--- src/rtl/or_tree_pkg.sv ---
`default_nettype none
// ============================================================================
// Module      : or_tree_pkg
// Description : Shared constants and helpers for the shared OR-tree arbiter.
//               NUM_OPS fixes the bundle size (operands per request) and
//               clog2_min1 sizes the requester ID tag, never below one bit.
// Revision    : 1.0 - initial release
// ============================================================================
package or_tree_pkg;

    localparam int NUM_OPS = 4;

    // ID tag width for n requesters; a 1-bit tag is kept even when n <= 2
    function automatic int clog2_min1(input int n);
        return (n <= 2) ? 1 : $clog2(n);
    endfunction

endpackage
`default_nettype wire

--- src/rtl/rr_arbiter.sv ---
`default_nettype none
// ============================================================================
// Module      : rr_arbiter
// Description : Combinational round-robin grant. Searches req_i upward from
//               ptr_i (modulo NUM_REQ) and grants the first active request.
//               No grant is produced while en_i is low.
// Ports       : req_i       - request vector
//               ptr_i       - search start index (highest priority)
//               en_i        - grant enable
//               grant_o     - one-hot grant, all zero when nothing granted
//               grant_idx_o - binary index of the grant (0 when none)
// Revision    : 1.0 - initial release
// ============================================================================
module rr_arbiter #(
    parameter int NUM_REQ = 4,
    parameter int ID_W    = 2
) (
    input  logic [NUM_REQ-1:0] req_i,
    input  logic [ID_W-1:0]    ptr_i,
    input  logic               en_i,
    output logic [NUM_REQ-1:0] grant_o,
    output logic [ID_W-1:0]    grant_idx_o
);

    logic            w_found;
    logic [ID_W-1:0] w_idx;

    always_comb begin
        grant_o     = '0;
        grant_idx_o = '0;
        w_found     = 1'b0;
        w_idx       = '0;
        if (en_i) begin
            for (int k = 0; k < NUM_REQ; k++) begin
                w_idx = ID_W'((int'(ptr_i) + k) % NUM_REQ);
                if (!w_found && req_i[w_idx]) begin
                    w_found        = 1'b1;
                    grant_o[w_idx] = 1'b1;
                    grant_idx_o    = w_idx;
                end
            end
        end
    end

endmodule
`default_nettype wire

--- src/rtl/or_tree_arbiter.sv ---
`default_nettype none
// ============================================================================
// Module      : or_tree_arbiter
// Description : One 2-stage, 4-operand OR tree shared by NUM_REQ requesters.
//               A round-robin arbiter admits one bundle per cycle; results
//               leave tagged with the requester ID on a valid/ready port
//               with full backpressure and no bubbles.
// Ports       : clk       - clock, rising edge
//               rst_n     - asynchronous active-low reset
//               req_valid - per-requester bundle valid
//               req_ready - per-requester accept (one-hot or zero)
//               req_data  - bundles; requester i at [i*4*WIDTH +: 4*WIDTH],
//                           operand k at [k*WIDTH +: WIDTH] within it
//               out_valid - result valid
//               out_ready - downstream accept
//               out_data  - op0|op1|op2|op3 of the bundle
//               out_id    - requester index owning the result
// Revision    : 1.0 - initial release
// ============================================================================
module or_tree_arbiter
    import or_tree_pkg::*;
#(
    parameter  int WIDTH   = 1,
    parameter  int NUM_REQ = 4,
    localparam int ID_W    = clog2_min1(NUM_REQ)
) (
    input  logic                             clk,
    input  logic                             rst_n,
    input  logic [NUM_REQ-1:0]               req_valid,
    output logic [NUM_REQ-1:0]               req_ready,
    input  logic [NUM_REQ*NUM_OPS*WIDTH-1:0] req_data,
    output logic                             out_valid,
    input  logic                             out_ready,
    output logic [WIDTH-1:0]                 out_data,
    output logic [ID_W-1:0]                  out_id
);

    localparam int BUNDLE_W = NUM_OPS * WIDTH;

    // Stage-1 payload: two partial ORs plus the owner tag
    typedef struct packed {
        logic [ID_W-1:0]  id;
        logic [WIDTH-1:0] p1;
        logic [WIDTH-1:0] p0;
    } s1_payload_t;

    logic                s1_valid_q;
    s1_payload_t         s1_q;
    s1_payload_t         s1_d;
    logic                s2_valid_q;
    logic [WIDTH-1:0]    s2_data_q;
    logic [WIDTH-1:0]    s2_data_d;
    logic [ID_W-1:0]     s2_id_q;
    logic [ID_W-1:0]     rr_ptr_q;
    logic [ID_W-1:0]     rr_ptr_d;

    logic                w_adv1;
    logic                w_adv2;
    logic                w_fire;
    logic [NUM_REQ-1:0]  w_grant;
    logic [ID_W-1:0]     w_grant_idx;
    logic [BUNDLE_W-1:0] w_bundles [NUM_REQ];
    logic [BUNDLE_W-1:0] w_bundle;

    // A stage may load whenever the stage downstream of it is moving or empty
    assign w_adv2 = !s2_valid_q || out_ready;
    assign w_adv1 = !s1_valid_q || w_adv2;

    // rst_n gating keeps req_ready low for the whole time reset is held
    rr_arbiter #(
        .NUM_REQ (NUM_REQ),
        .ID_W    (ID_W)
    ) u_rr_arbiter (
        .req_i       (req_valid),
        .ptr_i       (rr_ptr_q),
        .en_i        (w_adv1 && rst_n),
        .grant_o     (w_grant),
        .grant_idx_o (w_grant_idx)
    );

    assign req_ready = w_grant;
    assign w_fire    = |(req_valid & w_grant);

    generate
        for (genvar i = 0; i < NUM_REQ; i++) begin : g_unpack
            assign w_bundles[i] = req_data[i*BUNDLE_W +: BUNDLE_W];
        end
    endgenerate

    assign w_bundle = w_bundles[w_grant_idx];

    always_comb begin
        s1_d    = '0;
        s1_d.p0 = w_bundle[0*WIDTH +: WIDTH] | w_bundle[1*WIDTH +: WIDTH];
        s1_d.p1 = w_bundle[2*WIDTH +: WIDTH] | w_bundle[3*WIDTH +: WIDTH];
        s1_d.id = w_grant_idx;
    end

    assign s2_data_d = s1_q.p0 | s1_q.p1;

    // Pointer moves one past the requester just served, wrapping to 0
    assign rr_ptr_d = (w_grant_idx == ID_W'(NUM_REQ - 1)) ? '0
                                                           : w_grant_idx + 1'b1;

    always_ff @(posedge clk or negedge rst_n) begin
        if (!rst_n) begin
            s1_valid_q <= 1'b0;
            s1_q       <= '0;
            s2_valid_q <= 1'b0;
            s2_data_q  <= '0;
            s2_id_q    <= '0;
            rr_ptr_q   <= '0;
        end else begin
            if (w_adv1) begin
                s1_valid_q <= w_fire;
                s1_q       <= s1_d;
            end
            if (w_adv2) begin
                s2_valid_q <= s1_valid_q;
                s2_data_q  <= s2_data_d;
                s2_id_q    <= s1_q.id;
            end
            if (w_fire) begin
                rr_ptr_q <= rr_ptr_d;
            end
        end
    end

    assign out_valid = s2_valid_q;
    assign out_data  = s2_data_q;
    assign out_id    = s2_id_q;

endmodule
`default_nettype wire

--- config.mk ---
export PLATFORM = sky130hd
export DESIGN_NAME = or_tree_arbiter
export DESIGN_NICKNAME = d
export VERILOG_FILES = /design/src/rtl/or_tree_pkg.sv /design/src/rtl/rr_arbiter.sv /design/src/rtl/or_tree_arbiter.sv
export SDC_FILE = /design/constraint.sdc
export NUM_CORES = 1
export LEC_CHECK = 0
export CAP_MARGIN = 25
export CORE_ASPECT_RATIO = 1.4
export CORE_MARGIN = 4
export CORE_UTILIZATION = 28
export CTS_CLUSTER_SIZE = 24
export DETAILED_ROUTE_END_ITERATION = 12
export SETUP_SLACK_MARGIN = 0.3
export SYNTH_ARGS = -nofsm -noshare
export SYNTH_HDL_FRONTEND = slang
export SYNTH_SLANG_ARGS = --single-unit
--- constraint.sdc ---
create_clock -name clk -period 3.25 [get_ports clk]
set_input_delay 0.65 -clock clk [delete_from_list [all_inputs] [get_ports clk]]
set_output_delay 0.65 -clock clk [all_outputs]
set_load 0.01 [all_outputs]
==> flow_metrics.tcl <==
set metrics [dict create \
    status "complete, no violations" \
    fin_ws_ps 333 \
    syn_inst 136 \
    worstMarginPinSlew_ps 470 \
    seq_area_frac_synth 0.226 \
    cts_sinks 11 \
    avgSynthCellArea_um2 8.97 \
    grt_max_degree 22 \
    rr_startpoint "rr_ptr_q[0]" \
    clk_pin_slew_worst_paths_ps 50 \
    antenna_found_initial 0 \
    synthesis.nets 167 \
    r2r-end "rr_ptr_q[0]" \
    drt_iter0_markers 93 \
    synth_flop_cell "dfrtp_1" \
    rrSetupSlack_ps 830 \
    leakagePower_uw 0.000831 \
    drt-wirelength-per-cell_um 14.9 \
    die-area_um2 5490 \
    antenna_left 0 \
    wl_mm 3.50 \
    drc 0 \
    cts_buffers 3 \
    irDropWorstVdd_mv 0.389 \
    final_layout_size_suffix_gt1_frac 0.321 \
    syn_to_final_growth_pct 50.9 \
    synth_area_um2 1220 \
    drv_cap 0 \
    cts_root_buf "clkbuf_8" \
    cts_tree "built" \
    n_fill_cell 414 \
    place_area_um2 1690 \
    period_share 0.898 \
    core_um2 4200 \
    synth_cell_types 45 \
    clk_path_buf_depth 2 \
    synthTopCellsByArea "dfrtp_1 (23%), ha_1 (8.2%), mux2i_1 (8.2%), mux4_2 (5.5%), nor2_1 (4.3%)" \
    hold_viol_final 0 \
    yosys-top-cells-count "nor2_1 (14), dfrtp_1 (11), nand2_1 (11), mux2i_1 (10), ha_1 (8)" \
    hold_buffers 0 \
    htree_levels 1 \
    max_freq_mhz 343 \
    critPathLaunchType "input pin" \
    endpoint_kind "primary output" \
    io-pin-count 31 \
    seq_area_um2 275 \
    synth-async-reset-ratio 1.00 \
    setup_viol 0 \
    die_y_um 86.1 \
    finalInstanceArea_um2 1840 \
    dp_hpwl_mm 2.66 \
    nets 222 \
    vias_per_cell 5.31 \
    yosysMostFrequentCell "nor2_1" \
    grt_pass1_wl_mm 5.51 \
    start_util 0.290 \
    grtUsageTotal 0.124 \
    power_density_nw_per_um2 791 \
    die_w_um 63.8 \
    crit_fanout 5 \
    yosys_warnings 0 \
    clkLatencyLatePin_ps 230 \
    yosys.area.top_type "dfrtp_1" \
    setup.worst_path.start "req_valid[1]" \
    ys_ff_latch 11 \
    port_buffers 30 \
    slew_headroom 0.686 \
    finalClockSkew_ps 0.181 \
    rsz0062_at_grt "true" \
    firstDrtPassIters 4 \
    diodes 0 \
    worstPathArrival_ps 2270 \
    synth_top_area_share 0.226 \
    gp_congestion 0.830 \
    worstSetupEndpoint "req_ready[1]" \
    grt_overflow_total 0 \
    synth-edff-count 0 \
    worstPathRequired_ps 2600 \
    maxSlewViolCount 0 \
    grt_pass1_vias 1301 \
    ff2ff_path_depth 9 \
    critPathKind "in -> out" \
    multi_input_area_um2 931 \
    hold_class "reg -> reg" \
    vias 1249 \
    fin_crit_ps 2920 \
    place_worst_setup_slack_ps -186 \
    hold_ws_ps 477 \
    num_rows 28 \
]
-- per-layer routing --
metal	vias up	wire (µm)	share of wire	global-route usage
met1	600	1400	0.40	0.131
li1	617	-	-	-
met5	-	0	0	0
met3	4	119	0.034	0.0210
met2	28	1950	0.56	0.235
met4	0	28	0.0080	0.0511
-- power by group --
part	switching (µW)	leakage, µW	internal [µW]
Clock	44.4	0.0000228	85.5
Combinational	531	0.000677	556
Sequential	38.0	0.000131	201
Total	614	0.000831	842
-- worst max-delay path, cell delays in order --
cell and delay, ps:
dlygate4sd2_1 260, mux4_2 550, buf_6 160, nand3b_1 190
a21oi_2 160, a221oi_2 50, nor2_1 110, buf_2 140
-- cell families after synthesis --
| family | share of synthesized area |
|---|---|
| muxes | 0.193 |
| DFF | 0.226 |
| AOI/OAI and AO/OA | 0.221 |
| and+or+nand+nor | 0.214 |
| xor gates and xnor gates | 0.00718 |
| adders and majority gates | 0.0821 |
| buffers and inverters | 0.0574 |
-- stage by stage --
stage                     instances  power [µW]  utilization  TNS, ps
after global routing            235        1560        0.438        0
after detailed placement        225        1150        0.402     -690
final                           235        1460        0.438        0
after CTS                       234        1360        0.421        0
after floorplan                 136         855            -        0
after global placement          225        1130        0.402     -613
-- worst min path at each step --
stage,start,endpoint,slack (ps),depth (start not counted)
2_1_floorplan,rst_n,out_data,350,0
3_3_place_gp,s1_q[2],s1_q[2],460,1
3_5_place_dp,s1_q[2],s1_q[2],470,1
4_1_cts,s1_q[2],s1_q[2],480,1
5_1_grt,s1_q[2],s1_q[2],490,1
6_report,s1_q[2],s1_q[2],480,1
-- what timing repair did --
action | CTS | global route
pin swaps | 1 | 2
endpoints found under the setup margin | 4 | 4
gates resized for setup | 23 | 15
gates cloned | 0 | 0
buffers inserted | 5 | 1
-- cells in the final DEF, fill, tap and decap left out, types with 2 or more instances in the layout --
cell type / Yosys / routed
nor2_1: 14 / 14
buf_2: 5 / 3
ha_1: 8 / 7
o311a_1: 2 / 2
nand2b_1: 2 / 2
inv_1: 3 / 2
nor4_1: 2 / 2
nand2_1: 11 / 10
a211o_1: 2 / 2
buf_6: 2 / 2
nand3b_1: 4 / 4
clkbuf_8: 0 / 3
o21ai_1: 2 / 2
mux2i_1: 10 / 10
dfrtp_1: 11 / 11
o21ai_0: 5 / 4
a2bb2oi_2: 0 / 2
and2_1: 4 / 4
o211ai_2: 2 / 2
nand3_1: 4 / 4
mux2_2: 4 / 4
o22ai_1: 2 / 2
and3_1: 2 / 2
buf_4: 1 / 26
clkdlybuf4s50_1: 0 / 22
mux4_2: 3 / 3
a22oi_1: 3 / 3
dlygate4sd2_1: 0 / 2
a21oi_2: 1 / 3
a21oi_1: 6 / 3
clkdlybuf4s15_1: 0 / 2
and3b_1: 2 / 2
-- registers in the layout (all words and copies together) (netlist names) --
signal / flops
s1_q: 4
out_id: 2
rr_ptr_q: 2
out_data: 1
out_valid: 1
s1_valid_q: 1
-- final cells by class --
cell class                 count  area share
clock buffer                   4      0.0245
inverter                       3     0.00612
multi-input combinational    113       0.506
sequential                    11       0.150
tap                           45      0.0306
timing repair buffer          59       0.283
(Power assumes the default switching activity.)
